===== config.mk =====
export PLATFORM = sky130hd
export DESIGN_NAME = mult_scheduler
export DESIGN_NICKNAME = d
export VERILOG_FILES = /design/src/rtl/mult_scheduler.sv
export SDC_FILE = /design/constraint.sdc
export NUM_CORES = 1
export LEC_CHECK = 0
export ABC_AREA = 1
export CORE_MARGIN = 2
export CORE_UTILIZATION = 25
export CTS_CLUSTER_DIAMETER = 150
export DETAILED_ROUTE_END_ITERATION = 6
export GPL_ROUTABILITY_DRIVEN = 0
export RECOVER_POWER = 100
export SLEW_MARGIN = 10
export SYNTH_ARGS = -nofsm -noshare
export SYNTH_HDL_FRONTEND = slang
export SYNTH_SLANG_ARGS = --single-unit

===== constraint.sdc =====
create_clock -name clk -period 2.3 [get_ports clk]
set_input_delay 0.46 -clock clk [delete_from_list [all_inputs] [get_ports clk]]
set_output_delay 0.46 -clock clk [all_outputs]
set_load 0.05 [all_outputs]

===== src/rtl/mult_scheduler.sv =====
// mult_scheduler: round-robin sharing of one sequential multiplier between NUM_REQ requesters; define MULT_TIMEOUT_EN for a wait watchdog
module mult_scheduler #(
  parameter int NUM_REQ = 4,
  parameter int WIDTH = 8,
  parameter int TIMEOUT = 64
) (
  input  logic                       clk,
  input  logic                       reset_n,
  input  logic [NUM_REQ-1:0]         req_valid,
  input  logic [NUM_REQ*WIDTH-1:0]   req_a,
  input  logic [NUM_REQ*WIDTH-1:0]   req_b,
  output logic [NUM_REQ-1:0]         req_ready,
  output logic                       mult_start,
  output logic [WIDTH-1:0]           mult_a,
  output logic [WIDTH-1:0]           mult_b,
  input  logic                       mult_ready,
  input  logic [2*WIDTH-1:0]         mult_product,
  output logic                       rsp_valid,
  input  logic                       rsp_ready,
  output logic [$clog2(NUM_REQ)-1:0] rsp_id,
  output logic [2*WIDTH-1:0]         rsp_product,
  output logic                       rsp_error,
  output logic                       busy
);
  localparam int ID_W = $clog2(NUM_REQ);
  typedef enum logic [2:0] {IDLE, ISSUE, WAIT_BUSY, WAIT_DONE, RESPOND} state_t;
  state_t state, state_n;
  logic [ID_W-1:0] ptr, win, id_q;
  logic [WIDTH-1:0] op_a, op_b, win_a, win_b;
  logic found, grant, done, expire;
  always_comb begin
    found = 1'b0;
    win = '0;
    for (int i = 0; i < NUM_REQ; i++)
      if (!found && req_valid[(int'(ptr) + i) % NUM_REQ]) begin
        found = 1'b1;
        win = ID_W'((int'(ptr) + i) % NUM_REQ);
      end
  end
  assign win_a = req_a[int'(win)*WIDTH +: WIDTH];
  assign win_b = req_b[int'(win)*WIDTH +: WIDTH];
  // reset_n gates the grant so req_ready is low while reset is held
  assign grant = reset_n && state == IDLE && found && mult_ready;
  assign req_ready = grant ? NUM_REQ'(1) << win : '0;
  assign done = state == WAIT_DONE && mult_ready;
  assign mult_start = state == ISSUE;
  assign mult_a = op_a;
  assign mult_b = op_b;
  assign rsp_valid = state == RESPOND;
  assign rsp_id = id_q;
  assign busy = state != IDLE;
  always_comb begin
    state_n = state;
    case (state)
      IDLE:      state_n = !grant ? IDLE : (win_a == '0 || win_b == '0) ? RESPOND : ISSUE;
      ISSUE:     state_n = WAIT_BUSY;
      WAIT_BUSY: state_n = expire ? RESPOND : mult_ready ? WAIT_BUSY : WAIT_DONE;
      WAIT_DONE: state_n = (done || expire) ? RESPOND : WAIT_DONE;
      RESPOND:   state_n = rsp_ready ? IDLE : RESPOND;
      default:   state_n = IDLE;
    endcase
  end
  always_ff @(posedge clk or negedge reset_n)
    if (!reset_n) begin
      state <= IDLE;
      ptr <= '0;
      op_a <= '0;
      op_b <= '0;
      id_q <= '0;
      rsp_product <= '0;
    end else begin
      state <= state_n;
      if (grant) begin
        ptr <= (win == ID_W'(NUM_REQ - 1)) ? '0 : win + 1'b1;
        op_a <= win_a;
        op_b <= win_b;
        id_q <= win;
        rsp_product <= '0;
      end
      if (done) rsp_product <= mult_product;
    end
`ifdef MULT_TIMEOUT_EN
  localparam int TW = $clog2(TIMEOUT + 1);
  logic [TW-1:0] wd;
  logic waiting;
  assign waiting = state == WAIT_BUSY || state == WAIT_DONE;
  // a completion in the same cycle as expiry wins
  assign expire = waiting && !done && wd == TW'(TIMEOUT - 1);
  always_ff @(posedge clk or negedge reset_n)
    if (!reset_n) begin
      wd <= '0;
      rsp_error <= 1'b0;
    end else begin
      wd <= waiting ? wd + 1'b1 : '0;
      rsp_error <= grant ? 1'b0 : expire ? 1'b1 : rsp_error;
    end
`else
  assign expire = 1'b0;
  assign rsp_error = 1'b0;
`endif
endmodule


### Word-level counts from Yosys, hierarchy flattened

Index checks and enable logic that the tools add are counted.
W data, S select, Z words.

| storage, ports and cells | value |
|---|---|
| word-level logic and storage cells | 73 |
| register bits | 39 |
| input bits | 88 |

| cells by class | value |
|---|---|
| reduce and logical (&&, ||, !) cells | 19 |
| $lt $le $gt $ge | 4 |
| shift operators | 3 |
| mux-type cells | 29 |
| equal/unequal tests | 5 |
| bitwise operators | 3 |
| $add $sub $neg | 4 |

Operators with widths:

| cell | number |
|---|---|
| $shiftx A32 B6 Y8 | 2 |
| $mux W16 | 2 |
| $logic_not A8 Y1 | 2 |
| $pmux W3 S5 | 1 |
| $lt A3 B4 Y1 const B | 3 |
| $mux W1 | 12 |
| $mux W3 | 4 |
| $mux W2 | 5 |
| $bmux W1 S2 | 4 |
| $logic_and A1 B1 Y1 | 7 |
| $eq A3 B2 Y1 const B | 2 |
| $reduce_or A2 Y1 | 3 |
| $add A2 B1 Y2 const B | 2 |
| $add A2 B2 Y2 const B | 2 |
| $mux W4 | 1 |
| $shl A1 B2 Y4 const A | 1 |
| $and A1 B1 Y1 const A | 3 |
| $eq A3 B1 Y1 const B | 1 |
| $eq A3 B3 Y1 const B | 1 |
| $logic_not A1 Y1 | 3 |
| $logic_not A3 Y1 | 1 |
| $lt A2 B3 Y1 const B | 1 |
| $reduce_bool A3 Y1 | 1 |
| $eq A2 B2 Y1 const B | 1 |
| other kinds (2) | 2 |

### Depth between registers and ports, before layout

Gate-level depths: netlist (run 1).

| logic depth | value |
|---|---|
| depth in word-level cells | 20 |
| depth in mapped cells | 20 |
| gate-level depth less buffers | 18 |

### Worst setup path before layout (run 1)

Ideal clock, no wire load.

| path | value |
|---|---|
| path type | flip-flop to output port |
| start | register ptr[0] |
| end | output port req_ready[1] |
| cell stages (with the launch flop) | 15 |
| arrival time | 2,220 ps |
| slack | -380 ps |
| path through | dfrtp_1 buf_6 inv_4 nand2_1 nand3_2 nand2_2 inv_2 nand2_1 nand2_2 nand3_4 buf_6 inv_1 ha_1 inv_1 nor2_1 |

| on the way | value |
|---|---|
| elaborated cells between the ends (all ways) | 32 |
| classes of those cells | 3 x add/sub; 1 x shift; 20 x mux; 8 x reduce/logical |

RTL lines:

| what | line | text |
|---|---|---|
| start: declaration | 28 | `logic [ID_W-1:0] ptr, win, id_q;` |
| start signal: assignment | 74 | `ptr <= (win == ID_W'(NUM_REQ - 1)) ? '0 : win + 1'b1;` |
| $add A2 B1 Y2 or $bmux W1 S2 (tied branches) | 35, 37 |  |
| $bmux W1 S2 or $mux W1 (tied branches) | 35 | `if (!found && req_valid[(int'(ptr) + i) % NUM_REQ]) begin` |
| $mux W1 (not written as such) | 35 |  |
| $mux W1 (not written as such) or $logic_not A1 Y1 (tied branches) | 35 |  |
| $logic_and A1 B1 Y1 | 35 |  |
| $mux W1 | 35 |  |
| $logic_not A1 Y1 | 35 |  |
| $logic_and A1 B1 Y1 | 35 |  |
| $mux W1 | 35 |  |
| $logic_not A1 Y1 | 35 |  |
| $logic_and A1 B1 Y1 | 35 |  |
| $mux W2 (*) | 35 |  |
| net win[0] | 28 |  |
| $shl A1 B2 Y4 (*) | 44 | `assign req_ready = grant ? NUM_REQ'(1) << win : '0;` |
| $mux W4 (*) | 44 |  |
| end: declaration | 12 | `output logic [NUM_REQ-1:0] req_ready,` |

The timed path passes the listed nets; every way through them passes the cells marked *. The select of a mux whose other input is x is not followed.

### Worst setup path after layout (run 1)

| path | value |
|---|---|
| start | register ptr[0] |
| end | output port req_ready[2] |

| on the way | value |
|---|---|
| cells in the longest elaborated chain, start to end | 15 |
| elaborated cells between the ends (all ways) | 32 |
| classes of those cells | 3 x add/sub; 1 x shift; 20 x mux; 8 x reduce/logical |

RTL lines:

| what | line | text |
|---|---|---|
| $add A2 B1 Y2 or $bmux W1 S2 (tied branches) | 35, 37 |  |
| $bmux W1 S2 or $mux W1 (tied branches) | 35 |  |
| $mux W1 (not written as such) | 35 |  |
| $mux W1 (not written as such) or $logic_not A1 Y1 (tied branches) | 35 |  |
| $logic_and A1 B1 Y1 | 35 |  |
| $mux W1 | 35 |  |
| $logic_not A1 Y1 | 35 |  |
| $logic_and A1 B1 Y1 | 35 |  |
| $mux W1 | 35 |  |
| $logic_not A1 Y1 | 35 |  |
| $logic_and A1 B1 Y1 | 35 |  |
| $mux W1 | 35 |  |
| $logic_and A1 B1 Y1 (2 in a row) | 43 | `assign grant = reset_n && state == IDLE && found && mult_ready;` |
| $mux W4 (*) | 44 |  |

Every way passes the cells marked *; elsewhere a longest branch is shown, timed or not. The select of a mux whose other input is x is not followed.

==> results of run 1 <==
-- cells by family after synthesis --
family	share of synthesized area, %
compound gates	4.15
fa+ha+maj	1.88
buf+inv	9.47
flops	36.7
other cells	0.141
simple gates	47.6
-- synth_stat cells, types with 2 or more instances --
library cell,count,share of area (%)
sky130_fd_sc_hd__dfrtp_1,39,37
sky130_fd_sc_hd__nand3_4,2,1.3
sky130_fd_sc_hd__clkbuf_1,6,0.85
sky130_fd_sc_hd__buf_6,5,2.1
sky130_fd_sc_hd__o21ai_0,22,4.1
sky130_fd_sc_hd__nand4_1,32,7.5
sky130_fd_sc_hd__nand2_2,4,0.94
sky130_fd_sc_hd__nor3_1,2,0.38
sky130_fd_sc_hd__inv_2,3,0.42
sky130_fd_sc_hd__ha_1,4,1.9
sky130_fd_sc_hd__nand2_1,136,19
sky130_fd_sc_hd__nand3_2,4,1.5
sky130_fd_sc_hd__nand3_1,70,13
sky130_fd_sc_hd__buf_2,12,2.3
sky130_fd_sc_hd__nand2_4,2,0.85
sky130_fd_sc_hd__inv_1,17,2.4
sky130_fd_sc_hd__nor2_1,12,1.7
-- through the flow --
stage	hold slack (ns)	area (um^2)
floorplan	0.164	2690
global placement	0.467	4200
detailed placement	0.476	4200
CTS	0.297	4480
global route	0.506	4650
finish	0.481	4650
-- sequential cells by signal (all words and copies together) (netlist names) --
| register | flops |
|---|---|
| mult_a | 8 |
| mult_b | 8 |
| ptr | 2 |
| rsp_id | 2 |
| rsp_product | 16 |
| state | 3 |
-- what timing repair did --
item | 4_1_cts | 5_1_grt
pin swaps | 19 | 11
buffers inserted | 6 | 3
resized for setup | 46 | 36
cloned | 0 | 4
setup endpoints to repair | 34 | 13
-- worst max path at each step --
stage,from,end,slack (ns)
floorplan,ptr[0],req_ready[1],-0.01
global placement,req_valid[3],state[0],-0.35
detailed placement,req_valid[2],state[0],-0.37
CTS,ptr[0],req_ready[3],-0.23
global route,ptr[0],req_ready[3],-0.31
finish,ptr[0],req_ready[2],-0.20
-- tightest hold or removal path, cell delays in order (launching register included) --
cell,delay [ns]
sky130_fd_sc_hd__dfrtp_1,0.34
sky130_fd_sc_hd__nand2_1,0.05
sky130_fd_sc_hd__o21ai_0,0.05
-- layout make-up --
type | count | area [um^2] | area share [%]
Clock inverter | 1 | 30.0 | 0.646
Tap cell | 136 | 170 | 3.66
Timing Repair inverter | 1 | 8.76 | 0.188
Timing Repair Buffer | 163 | 1630 | 35.2
Clock buffer | 6 | 72.6 | 1.56
Multi-Input combinational cell | 293 | 1650 | 35.5
Inverter | 22 | 105 | 2.26
Sequential cell | 39 | 978 | 21.0
-- power breakdown --
| group | leakage (nW) | switching (mW) | internal, mW |
|---|---|---|---|
| Sequential | 0.494 | 0.182 | 0.978 |
| Combinational | 1.64 | 4.27 | 2.66 |
| Clock | 0.0513 | 0.225 | 0.318 |
| Total | 2.19 | 4.68 | 3.96 |
-- layer usage --
layer | wire, um | share of wire, % | vias up
met3 | 569 | 6.0 | 7
met4 | 112 | 1.2 | 0
met5 | 0 | 0 | -
met2 | 4580 | 48 | 118
li1 | - | - | 1558
met1 | 4230 | 45 | 1399
==> out/results.txt, run 1 <==
Critical Path RT - 1.84 ns
worst reg2reg path endpoint - state[0]
Fill cells - 1053
Critical Path, Cell by Cell - buf_12, clkinv_8, nand2_4, nand2_4, nand2_4, nand2_4, nor2_8, nand2_2, nand3_2, nand2_4, clkinv_4, ha_4, inv_2, nor2_4, buf_12
pin count of the biggest net entering global routing - 51
maximum vdd ir drop - 0.000695 V
number of standard cells after synthesis - 379
most used cells in the layout excluding fill and tap cells - sky130_fd_sc_hd__nand2_1 (111), sky130_fd_sc_hd__clkdlybuf4s50_1 (82), sky130_fd_sc_hd__nand3_1 (65)
Vias per Instance - 4.66
H-tree depth - 2
category of the worst setup path launch point - flop
global route total overflow - 0
final wirelength - 9500 um
final worst setup slack - -0.201 ns
CTS tree - built
WS Path Type - reg2out
Skew-Pair Late Insertion Delay - 0.28 ns
post-route total power - 8.64 mW
number of warnings reported in the yosys synthesis log - 0
number of antenna violations at the first check in global routing - 0
Worst Skew - 0.00589 ns
instance count along the most critical hold path - 2
Worst Hold Class - reg2reg
number of enable flip-flop cells after synthesis - 0
fraction of layout cells with a size suffix above 1 - 22.1%
signed area change from the synthesized netlist to the final layout - 75.0%
horizontal die dimension - 107 um
y dimension of the die - 107 um
Worst Path Arrival - 2.04 ns
FF+latch count, synth - 39
status - finished, violations left
GR Util All Layers - 16.0%
Post-CTS Hold Fix Bufs - 0
top_reg_cell synth - sky130_fd_sc_hd__dfrtp_1
cell with the biggest individual delay on the critical path - sky130_fd_sc_hd__dfrtp_2
placed wire-length estimate after detailed placement - 6810 um
worst-case headroom to the max-slew limit - 34.8%
Crit. End Element - output pin
share of synthesized area occupied by flip-flops and latches - 36.7%
initial core utilization - 25.7%
met2 track utilization from global routing - 26.4%
slew at the pin with the worst max-slew slack - 0.978 ns
number of buffers between clock root and the deepest sink - 2
largest stage delay on the critical path - 0.43 ns
pre-CTS WS - -0.366 ns
setup violators final - 6
busiest grt layer - met2
most common cell after layout, fill and taps aside - sky130_fd_sc_hd__nand2_1
max-cap viol count - 0
NumNets Final - 617
worst reg2reg setup slack - -0.12 ns
Diodes inserted - 0
post-route antenna net violation count - 0
power per standard cell area - 1860 nW/um^2
buffers plus inverters on the worst setup path - 5
R2R cell count - 20
number of standard cells in the layout, taps in and fillers out - 661
unrepaired setup endpoints after global routing - yes
async set or reset register ratio after synthesis - 100%
met1 GRT Util - 21.5%
clock-pin slew reported for the worst setup and hold paths after clock tree synthesis - 0.07 ns
Netlist Area Pre-Place - 2660 um^2
number of nets produced by synthesis - 471
global-route wire length before repair - 14700 um
capture endpoint of the worst hold path - mult_b[7]
count of input and output buffers - 128
leakage power figure - 2.19 nW
number of sinks handled by clock tree synthesis - 39
Final Util - 45.0%
total CTS buffers - 5
Final period util - 109%
count of pins on the block boundary - 130
hold path startpoint - mult_b[7]
Row Count - 37
final sum of negative setup slack - -0.981 ns
count of vias placed by the detailed router - 3082
RR Startpoint - ptr[0]
number of DRC violations after detailed-routing iteration 0 - 192
final number of hold-violating endpoints - 0
met3 Usage GRT - 2.25%
fin crit period - 2.50 ns
critical path's top delay family - simple AND/OR/NAND/NOR gates
fin. max-slew vios - 0
Mean Syn Cell Area - 7.01 um^2
maximum clock rate - 400 MHz
number of library cell types mapped by synthesis - 24
placed cell count - 641
number of cells on the critical path - 15
detail-routed net length per standard cell - 14.4 um
die area - 11500 um^2
# DRC - 0
via count of the first global-routing pass - 3001
crit-path most repeated cell - sky130_fd_sc_hd__nand2_4
iteration count of the initial detailed-routing pass - 4
Floorplan Core Area - 10300 um^2
violations in the final reports - setup timing
Worst Path Max Fanout - 6
Clock Tree Root - sky130_fd_sc_hd__clkbuf_8
Note: power is estimated with default switching activity, not from simulation.
==> run 2: changes to the inputs <==
--- a/config.mk
+++ b/config.mk
@@ -16,3 +16,4 @@
 export SYNTH_ARGS = -nofsm -noshare
 export SYNTH_HDL_FRONTEND = slang
 export SYNTH_SLANG_ARGS = --single-unit
+export TNS_END_PERCENT = 20
==> out/results.txt, run 2 (synthesis gave the netlist of run 1 again) <==
iteration count of the initial detailed-routing pass - 4 (unchanged)
global route total overflow - 0 (unchanged)
worst-case headroom to the max-slew limit - 35.4% (+0.55 points)
H-tree depth - 2 (unchanged)
count of pins on the block boundary - 130 (unchanged)
cell with the biggest individual delay on the critical path - sky130_fd_sc_hd__dfrtp_2
Skew-Pair Late Insertion Delay - 0.28 ns (about the same)
initial core utilization - 25.7% (unchanged)
number of antenna violations at the first check in global routing - 0 (unchanged)
number of buffers between clock root and the deepest sink - 2 (unchanged)
count of input and output buffers - 128 (unchanged)
via count of the first global-routing pass - 3031 (+1.0%)
worst reg2reg setup slack - -0.12 ns (about the same)
placed wire-length estimate after detailed placement - 7140 um (+4.8%)
largest stage delay on the critical path - 0.53 ns (+0.10 ns)
most common cell after layout, fill and taps aside - sky130_fd_sc_hd__nand2_1
hold_ws - 0.474 ns (-0.00747 ns)
signed area change from the synthesized netlist to the final layout - 72.2%
number of DRC violations after detailed-routing iteration 0 - 197 (+2.6%)
final number of hold-violating endpoints - 0 (unchanged)
fraction of layout cells with a size suffix above 1 - 20.6% (-1.5 points)
Diodes inserted - 0 (unchanged)
final worst setup slack - -0.309 ns (-0.108 ns)
Critical Path RT - 1.84 ns (about the same)
Worst Path Max Fanout - 8 (+2)
pin count of the biggest net entering global routing - 40 (-22%)
violations in the final reports - setup timing
NumNets Final - 620 (+0.49%)
count of vias placed by the detailed router - 3086 (+0.13%)
Final period util - 113% (+4.7 points)
CTS tree - built
Fill cells - 1053 (unchanged)
status - finished, violations left
WS Path Type - reg2out
Worst Path Arrival - 2.15 ns (+0.11 ns)
setup violators final - 6 (unchanged)
max-cap viol count - 0 (unchanged)
global-route wire length before repair - 14700 um (about the same)
maximum clock rate - 383 MHz (-4.1%)
clock-pin slew reported for the worst setup and hold paths after clock tree synthesis - 0.08 ns (about the same)
post-route total power - 8.25 mW (-4.5%)
most used cells in the layout excluding fill and tap cells - sky130_fd_sc_hd__nand2_1 (116), sky130_fd_sc_hd__clkdlybuf4s50_1 (84), sky130_fd_sc_hd__nand3_1 (66)
number of sinks handled by clock tree synthesis - 39 (unchanged)
Cell Area, Placed - 4250 um^2 (+1.1%)
Worst Skew - 0.00711 ns (+0.00122 ns)
detail-routed net length per standard cell - 13.9 um (-3.0%)
post-route antenna net violation count - 0 (unchanged)
Post-CTS Hold Fix Bufs - 0 (unchanged)
category of the worst setup path launch point - flop
critical path's top delay family - simple AND/OR/NAND/NOR gates
total CTS buffers - 5 (unchanged)
max FFs per register - 16 (unchanged)
# DRC - 0 (unchanged)
leakage power figure - 2.16 nW (-1.0%)
power per standard cell area - 1800 nW/um^2 (-2.9%)
y dimension of the die - 107 um (unchanged)
buffers plus inverters on the worst setup path - 4 (-1)
fin crit period - 2.61 ns (+0.108 ns)
post-route cell area - 4570 um^2 (-1.6%)
slew at the pin with the worst max-slew slack - 0.969 ns (-0.00826 ns)
Worst Hold Class - in2async
Floorplan Core Area - 10300 um^2 (unchanged)
unrepaired setup endpoints after global routing - yes
Clock Tree Root - sky130_fd_sc_hd__clkbuf_8
Critical Path, Cell by Cell - clkinv_4, nand2_4, nand2_4, nor2_1, nor2_4, nand3_4, nand3_4, inv_4, ha_4, inv_2, nor2_4, buf_12
die area - 11500 um^2 (unchanged)
Crit. End Element - output pin
horizontal die dimension - 107 um (unchanged)
largest register by flop count - rsp_product
fin. max-slew vios - 0 (unchanged)
GR Util All Layers - 16.0% (+0.059 points)
Row Count - 37 (unchanged)
maximum vdd ir drop - 0.000816 V (+17%)
Vias per Instance - 4.64 (-0.47%)
final wirelength - 9270 um (-2.5%)
==> run 2: cell count changes in the layout (fill, tap and decap cells not counted), moves of 2 or more <==
cell,change
sky130_fd_sc_hd__buf_4,+5
sky130_fd_sc_hd__nand2_1,+5
sky130_fd_sc_hd__o21ai_1,+2
sky130_fd_sc_hd__clkbuf_16,-2
sky130_fd_sc_hd__o21ai_2,-2
sky130_fd_sc_hd__nand2_4,-4
sky130_fd_sc_hd__clkdlybuf4s50_1,+2
sky130_fd_sc_hd__nor2_2,-2
==> run 2: final timing paths <==
check	from	depth (start not counted)	end
max	ptr[0]	12	req_ready[1]
min	reset_n	2	rsp_product[7]
max reg2reg	ptr[0]	17	state[0]
min reg2reg	mult_a[1]	2	mult_a[1]
max in group asynchronous	reset_n	2	ptr[1]
min in group clk	mult_a[1]	2	mult_a[1]
==> run 2: repair_timing <==
action                                 4_1_cts  5_1_grt
gates cloned                                 0        1
setup endpoints to repair                   21       22
endpoints found under the hold margin        0        0
pin swaps                                   16        1
resized for setup                           48       21
setup buffers                                6        2
==> run 2: power by group <==
| group | leakage, nW | switching [mW] | internal, mW |
|---|---|---|---|
| Sequential | 0.494 | 0.206 | 0.978 |
| Clock | 0.0422 | 0.231 | 0.213 |
| Combinational | 1.63 | 4.05 | 2.57 |
==> run 2: cell type report <==
| type | instances | area [um^2] | area share, % |
|---|---|---|---|
| clock buffers | 7 | 76.3 | 1.67 |
| clock inverters | 1 | 5.00 | 0.109 |
| inverters | 22 | 95.1 | 2.08 |
| multi-input cells | 293 | 1600 | 35.0 |
| flip-flops and latches | 39 | 978 | 21.4 |
| well taps | 136 | 170 | 3.72 |
| repair buffers | 166 | 1640 | 35.9 |
| repair inverters | 1 | 6.26 | 0.137 |
==> run 2: per-layer routing <==
metal	routed length, um	global-route usage [%]	part of all wire [%]	vias to the layer above
met1	4100	20.7	44	1422
li1	-	-	-	1563
met4	18	2.78	0.19	0
met5	0	0	0	-
met2	4610	28.3	50	99
met3	535	2.61	5.8	2
==> run 2: per-stage QoR <==
step                      cells  TNS (ns)  worst slack, ns  util, %
after floorplan             379   -0.0733          -0.0248        -
after global placement      648     -9.57           -0.322     41.2
after detailed placement    648    -10.81           -0.376     41.2
after CTS                   662     -1.07           -0.264     43.6
after global routing        665     -2.55           -0.436     44.3
final                       665     -1.41           -0.309     44.3
==> run 3: changes to the inputs <==
--- a/config.mk
+++ b/config.mk
@@ -6,6 +6,7 @@
 export NUM_CORES = 1
 export LEC_CHECK = 0
 export ABC_AREA = 1
+export CAP_MARGIN = 20
 export CORE_MARGIN = 2
 export CORE_UTILIZATION = 25
 export CTS_CLUSTER_DIAMETER = 150
==> results of run 3 <==
The final DEF is identical to that of run 2; final timing and power are the same.
